==> config.mk <==
export PLATFORM = sky130hd
export DESIGN_NAME = pad_share_sched
export DESIGN_NICKNAME = d
export VERILOG_FILES = /design/src/rtl/pad_share_sched.sv
export SDC_FILE = /design/constraint.sdc
export NUM_CORES = 1
export LEC_CHECK = 0
export BUFFER_PORTS_ARGS = -buffer_cell sky130_fd_sc_hd__clkbuf_2
export CORE_MARGIN = 2
export CORE_UTILIZATION = 47
export CTS_CLUSTER_DIAMETER = 40
export DETAILED_ROUTE_END_ITERATION = 12
export MAX_ROUTING_LAYER = met4
export PLACE_DENSITY = 0.73
export SLEW_MARGIN = 40
export SYNTH_ARGS = -nofsm -noshare
export SYNTH_HDL_FRONTEND = slang
export SYNTH_SLANG_ARGS = --single-unit
==> constraint.sdc <==
create_clock -name clk -period 2.5 [get_ports clk]
set_clock_uncertainty 0.15 [all_clocks]
set_input_delay 0.5 -clock clk [delete_from_list [all_inputs] [get_ports clk]]
set_output_delay 0.5 -clock clk [all_outputs]
set_load 0.005 [all_outputs]
==> src/rtl/pad_share_sched.sv <==
// rtl/pad_share_sched.sv - round-robin scheduler sharing one bidirectional pad between serial requesters
module pad_share_sched #(
  parameter int N_REQ    = 4,
  parameter int LEN_W    = 4,
  parameter int TURN_CYC = 2
) (
  input  logic                   clk,
  input  logic                   rst,
  input  logic [N_REQ-1:0]       req,
  input  logic [N_REQ-1:0]       req_dir,
  input  logic [N_REQ*LEN_W-1:0] req_len,
  input  logic [N_REQ-1:0]       wr_data,
  output logic [N_REQ-1:0]       grant,
  output logic [N_REQ-1:0]       beat,
  output logic [N_REQ-1:0]       done,
  output logic                   rd_data,
  output logic                   rd_valid,
  output logic                   pad_o,
  output logic                   pad_t,
  input  logic                   pad_i
);

  localparam int PTR_W = (N_REQ > 1) ? $clog2(N_REQ) : 1;
  localparam int TC_W  = 3;

  typedef enum logic [1:0] {
    ST_IDLE = 2'd0,
    ST_TURN = 2'd1,
    ST_XFER = 2'd2
  } state_t;

  state_t            state;
  state_t            state_nxt;
  logic [PTR_W-1:0]  cur;
  logic [PTR_W-1:0]  rr_ptr;
  logic [PTR_W-1:0]  rr_nxt;
  logic [PTR_W-1:0]  sel_idx;
  logic              sel_found;
  logic              cur_dir;
  logic              last_dir;
  logic [LEN_W-1:0]  cnt;
  logic [TC_W-1:0]   tcnt;
  logic [N_REQ-1:0]  cur_oh;
  logic              xfer_wr;
  logic              xfer_rd;
  logic              last_beat;

  // Round-robin pick: first requesting index at or after rr_ptr, wrapping.
  always_comb begin : arb
    int j;
    sel_found = 1'b0;
    sel_idx   = '0;
    j         = 0;
    // Walk from the farthest candidate down so the nearest one wins.
    for (int k = N_REQ - 1; k >= 0; k--) begin
      j = int'(rr_ptr) + k;
      if (j >= N_REQ) j = j - N_REQ;
      if (req[j]) begin
        sel_found = 1'b1;
        sel_idx   = PTR_W'(j);
      end
    end
  end

  // Owner decode and beat qualifiers shared by the FSM outputs and pad path.
  always_comb begin
    cur_oh    = {{(N_REQ-1){1'b0}}, 1'b1} << cur;
    xfer_wr   = (state == ST_XFER) && cur_dir;
    xfer_rd   = (state == ST_XFER) && !cur_dir;
    last_beat = (state == ST_XFER) && (cnt == '0);
    rr_nxt    = (int'(cur) == N_REQ - 1) ? '0 : cur + 1'b1;
  end

  // State register.
  always_ff @(posedge clk) begin
    if (rst) state <= ST_IDLE;
    else     state <= state_nxt;
  end

  // Next-state and grant/beat decode; the done cycle lands in IDLE so it doubles as the arbitration cycle.
  always_comb begin
    state_nxt = state;
    grant     = '0;
    beat      = '0;
    case (state)
      ST_IDLE: begin
        if (sel_found) begin
          if ((req_dir[sel_idx] != last_dir) && (TURN_CYC > 0)) state_nxt = ST_TURN;
          else                                                  state_nxt = ST_XFER;
        end
      end
      ST_TURN: begin
        grant = cur_oh;
        if (tcnt == '0) state_nxt = ST_XFER;
      end
      ST_XFER: begin
        grant = cur_oh;
        beat  = cur_oh;
        if (cnt == '0) state_nxt = ST_IDLE;
      end
      default: state_nxt = ST_IDLE;
    endcase
  end

  // Burst bookkeeping: latch the winner, count turnaround and beats, rotate priority on completion.
  always_ff @(posedge clk) begin
    if (rst) begin
      cur      <= '0;
      cur_dir  <= 1'b0;
      cnt      <= '0;
      tcnt     <= '0;
      last_dir <= 1'b0;
      rr_ptr   <= '0;
    end else begin
      case (state)
        ST_IDLE: begin
          if (sel_found) begin
            cur     <= sel_idx;
            cur_dir <= req_dir[sel_idx];
            cnt     <= req_len[int'(sel_idx)*LEN_W +: LEN_W];
            tcnt    <= TC_W'(TURN_CYC - 1);
          end
        end
        ST_TURN: begin
          if (tcnt != '0) tcnt <= tcnt - 1'b1;
        end
        ST_XFER: begin
          if (cnt == '0) begin
            last_dir <= cur_dir;
            rr_ptr   <= rr_nxt;
          end else begin
            cnt <= cnt - 1'b1;
          end
        end
        default: ;
      endcase
    end
  end

  // Registered pad path and done pulse, one cycle behind the beat that produced them.
  always_ff @(posedge clk) begin
    if (rst) begin
      done     <= '0;
      pad_o    <= 1'b0;
      pad_t    <= 1'b1;
      rd_data  <= 1'b0;
      rd_valid <= 1'b0;
    end else begin
      done     <= last_beat ? cur_oh : '0;
      pad_o    <= xfer_wr ? wr_data[cur] : 1'b0;
      pad_t    <= !xfer_wr;
      rd_data  <= pad_i;
      rd_valid <= xfer_rd;
    end
  end

endmodule

# Word level (Yosys, flattened, before mapping)

Cells that the tools add are included.

Register bits after elaboration: 23
Latch bits: 0
Memory bits (writable): 0
Bits in read-only memories: 0
Bits of input ports: 31
Logic and storage cells: 106
Memories kept: 0

Add/subtract/negate cells: 10
Multipliers: 0
Divide/modulo/power cells: 0
Magnitude comparators: 10
Equality and inequality tests: 9
Shift-type cells: 2
Muxes and demuxes: 42
Bitwise logic cells: 2
Reductions and logical operators: 19

Operators with widths:

| operator                                                                      | number |
|---|---|
| 32-bit by 4-bit less-than comparator with 1-bit output, second input constant | 4 |
| 32-bit two-way mux                                                            | 4 |
| 2-bit two-way mux                                                             | 9 |
| 4-bit two-way mux                                                             | 4 |
| 16-bit by 5-bit variable part select with 4-bit output                        | 1 |
| 1-bit two-way mux                                                             | 14 |
| 1-bit binary-select mux with 2-bit select                                     | 6 |
| 3-bit by 3-bit subtractor with 4-bit output, second input constant            | 3 |
| 3-bit >= comparator, second input constant                                    | 3 |
| 3-bit AND reduction                                                           | 3 |
| 2-bit != test, second input constant                                          | 4 |
| 4-bit one-hot mux with 2 select lines                                         | 1 |
| 2-bit by 2-bit adder with 3-bit output, second input constant                 | 2 |
| 2-bit by 3-bit less-than comparator with 1-bit output, second input constant  | 2 |
| 3-bit two-way mux                                                             | 2 |
| 2-bit one-hot mux with 3 select lines                                         | 1 |
| 3-bit one-hot mux with 2 select lines                                         | 1 |
| 2-bit OR reduction                                                            | 3 |
| 2-bit by 1-bit equality test with 1-bit output, second input constant         | 2 |
| 4-bit logical NOT                                                             | 1 |
| 2-bit AND reduction                                                           | 2 |
| 2-bit nonzero test                                                            | 2 |
| 1-bit by 2-bit left shift with 4-bit output, first input constant             | 1 |
| 2-bit by 3-bit subtractor with 4-bit output, second input constant            | 1 |
| other kinds (14)                                                              | 18 |

# Logic depth before layout (Yosys ltp)

Depth in word-level cells: 16
Depth in mapped cells: 9

# Worst setup path before layout

Ideal clock, no wire load.

Path type: input to register
Start: in req[2]
End: reg cnt[2]
Arrival time: 1.691 ns
Required time: 2.224 ns
Path slack: 0.533 ns
Cell stages on the path: 6
Buffers on the path: 0
Cell sequence: nor2b_1 o21ai_1 o221a_4 mux2_2 a222oi_1 a21oi_1

Word-level cells in the longest chain between the ends: 10
Elaborated cells on any way between the ends: 25
Those cells by class: eq/ne (1); shift (1); mux (22); reduce/logical (1)

Ends and longest elaborated chain:

| what                                                   | line | RTL |
|---|---|---|
| start, declared                                        | 9    | `input logic [N_REQ-1:0] req,` |
| 1-bit binary-select mux with 2-bit select              | 58   | `if (req[j]) begin` |
| 1-bit two-way mux (implied by the code) (2 in series)  | 58   |  |
| 2-bit two-way mux (4 in series)                        | 58   |  |
| 16-bit by 5-bit variable part select with 4-bit output | 120  | `cnt <= req_len[int'(sel_idx)*LEN_W +: LEN_W];` |
| 4-bit two-way mux                                      | 117  | `if (sel_found) begin` |
| 4-bit one-hot mux with 2 select lines                  | 115  | `case (state)` |
| end signal, assigned                                   | 120  |  |
| end signal, assigned                                   | 132  | `cnt <= cnt - 1'b1;` |
| end, declared                                          | 41   | `logic [LEN_W-1:0] cnt;` |

Parallel ways exist; a longest one is shown, timed or not. The select of a mux whose other input is x is not followed.
A chain may end at the register's enable or synchronous reset.

# Worst setup path in the final report

Start: reg state[0]
End: out beat[3]

Word-level cells in the longest chain between the ends: 2

Ends and longest elaborated chain:

| what                   | line | RTL |
|---|---|---|
| start, declared        | 32   | `state_t state;` |
| start signal, assigned | 77   | `else state <= state_nxt;` |
| 2-bit equality test    | 85   | `case (state)` |
| 4-bit two-way mux      | 85   |  |
| end, declared          | 14   | `output logic [N_REQ-1:0] beat,` |

Every way passes these cells.

==> key figures <==
Status
  – Outcome: completed

Logic synthesis
  – Yosys warns: 0
  – Seq/Total Area, Yosys: 0.317
  – Mapped Nets: 218
  – Synthesized instance count: 177
  – Synth area leaders: dfxtp_1 (32%), ha_1 (8.6%), and2_1 (3.9%)
  – Distinct cells, synth: 44
  – Mapped cell area: about 1500 sq um
  – Synth top area share: 0.317
  – Synth Flop Type: dfxtp_1
  – Post-synth EDFFs: 0
  – Seq cells post-synth: 23
  – Synth area leader: dfxtp_1
  – FFs w/ async S/R, synth: 0
  – Avg Synthesized Cell Area: 8.21 sq um

Placement
  – Post-DP HPWL: roughly 2.5 mm
  – I/O Buffers: 46
  – Routability cong.: around 0.87

Power and ir drop
  – Pwr dens: approximately 800 nW/um^2
  – Tot Pwr: 0.00144 W
  – Clock power share: 0.116
  – Flop pwr share: 0.364
  – Leak: ~0.82 nW
  – Psw: between 0.0005 and 0.0006 W
  – Comb pwr share: 0.520
  – Peak VDD IR: about 0.4 mV
  – Sw Ratio: 0.409
  – Internal power: 0.000849 W

Timing
  – Setup TNS: 0 ps
  – RSZ-0062 raised after global routing: no
  – Worst slew margin: 0.727
  – Final Slew Violations: 0
  – Peak Freq: 0.486 GHz
  – Crit share post-route: 0.822
  – Worst slew pin tran: 405 ps
  – Setup violations, final: 0
  – Post-layout min period: 2060 ps
  – Endpoints failing hold: 0

Hold path
  – Hold path endpoint: rd_data$_SDFF_PP0_
  – Hold crit path type: input port to flip-flop
  – Hold_sp: pad_i
  – Cells on Worst Hold Path: 2

Finish
  – Most common cell after layout, fill and taps aside: clkbuf_2
  – NumNets Final: between 200 and 300
  – Antenna diode count: 0
  – Multi-input logic area: 923 sq um
  – Filler instances: 275
  – Layout cells sized above 1: 0.280
  – Post-Route Utilization: 0.583
  – Most frequent cells in the layout: clkbuf_2 (46), dfxtp_1 (23), nor2_1 (15)
  – Area Overhead vs Synth: 20.5%
  – Storage element area: 460 sq um

Clock network
  – H-tree depth: 1
  – Post-CTS setup buffers: 0
  – Post-cts sizing count: 0
  – Clk sinks: 23
  – Maximum clock insertion buffer count: 2
  – Worst-Skew Late Latency: 310 ps
  – CTS tree: yes
  – Cts hold-fix bufs: 0
  – CTS Root Cell: clkbuf_4
  – CTS clock-pin slew for the worst setup and hold paths: approximately 110 ps
  – TritonCTS Buffers: 3

Die
  – Die ar.: 3550 sq um
  – # IOs: 47
  – Die W: between 50 and 60 microns
  – Core Rows: 20
  – Initial core utilization: 0.484
  – Height of the die: 59.6 microns
  – Core Box Area: 3000 sq um

Drt
  – WL/cell: 12.4 microns
  – Final WL: roughly 3.2 mm
  – Starting DRT DRC Count: 59
  – Via count: 1384
  – Post-DR vias/cell: 5.36
  – DRC: 0
  – Routed Antenna Nets: 0
  – Drt pass-1 iters: 4

Setup path
  – R2r endpoint: cnt[2]$_SDFFE_PP0P_
  – Crit path kind: flip-flop to output port
  – R2r worst-path depth: 6
  – CP max FO: 13
  – Worst EP arrival: 1410 ps
  – Launch point of the worst reg-to-reg path: rr_ptr[0]$_SDFFE_PP0P_
  – CP Launch Type: flip-flop
  – Crit. End Element: output port
  – Worst Path Required: approximately 1900 ps
  – R2R Setup Slk: 470 ps

GRT
  – Initial antenna violation count: 0
  – GRT Residual Overflow: 0
  – Largest net degree at the start of global routing: 14
  – First-pass GRT wire length: 5.45 mm
  – Vias in the first global route: 1291
  – GRT Util Overall: 0.211

Flow run
  – MaxCap Viol Count: 0
==> power groups by stage <==
stage | sequential [W] | clock, W | combinational, W
finish | 0.000523 | 0.000167 | 0.000747
CTS | 0.000523 | 0.000175 | 0.000748
detailed placement | 0.000531 | 0 | 0.000736
global route | 0.000537 | 0.000190 | 0.000863
global placement | 0.000531 | 0 | 0.000730
floorplan | 0.000514 | 0 | 0.000559
==> worst max-delay path, cell delays in order (launching register included) <==
cell	delay, ps
dfxtp_1	370
inv_1	70
ha_1	210
buf_4	180
and2_1	160
clkbuf_2	110
==> sequential cells by signal, indices dropped and copies added, names as in the netlist <==
register,cells
cnt,4
cur,2
cur_dir,1
done,4
last_dir,1
pad_o,1
pad_t,1
rd_data,1
rd_valid,1
rr_ptr,2
state,2
tcnt,3
==> cell usage after synthesis, drive strengths merged (2+ instances only) <==
cell	number
nand2b	5
and2	9
ha	10
a211o	2
and3	6
nand3	10
nor3	4
o21ai	11
o211ai	2
o21a	2
a31oi	3
nor2	15
a211oi	3
mux2	4
inv	12
nand2	13
a21oi	11
buf	2
nand3b	2
xor2	2
clkbuf	3
nor2b	8
dfxtp	23
==> final cells by class <==
type,instances,area share
Clock buffer,3,0.0129
Clock inverter,1,0.00286
Inverter,12,0.0257
Multi-Input combinational cell,137,0.528
Sequential cell,23,0.263
Tap cell,33,0.0236
Timing Repair Buffer,49,0.144
==> metrics by stage <==
stage	cells	area (sq um)	setup WS (ps)	hold slack [ps]
2_1_floorplan	177	1450	533	267
3_3_place_gp	254	1720	287	309
3_5_place_dp	254	1720	263	315
4_1_cts	258	1750	427	268
5_1_grt	258	1750	345	257
6_report	258	1750	444	275
==> cells by family (layout without fill, tap and decap cells) <==
logic type      count (synthesis)  in the layout  share of synthesized area
mux                             6              6                     0.0560
buf+inv                        17             65                     0.0474
xor+xnor                        2              2                     0.0121
fa+ha+maj                      10             10                     0.0861
compound gates                 42             42                      0.195
flops                          23             23                      0.317
simple gates                   77             77                      0.287
==> how the worst max path moves through the flow <==
stage | depth (start not counted) | end | startpoint | slack (ps)
global placement | 7 | cnt[2]$_SDFFE_PP0P_ | req[2] | 290
global route | 5 | beat[3] | state[0]$_SDFFE_PP0P_ | 350
finish | 5 | beat[3] | state[0]$_SDFFE_PP0P_ | 440
CTS | 5 | beat[3] | state[0]$_SDFFE_PP0P_ | 430
floorplan | 6 | cnt[2]$_SDFFE_PP0P_ | req[2] | 530
detailed placement | 7 | cnt[2]$_SDFFE_PP0P_ | req[2] | 260
==> layer usage <==
layer | wire length (microns) | up-vias | GRT usage
li1 | - | 721 | -
met4 | 71 | 0 | 0.0857
met1 | 1390 | 623 | 0.243
met5 | 0 | - | -
met2 | 1590 | 31 | 0.352
met3 | 148 | 9 | 0.0524
Power figures use the tool's default switching activity.
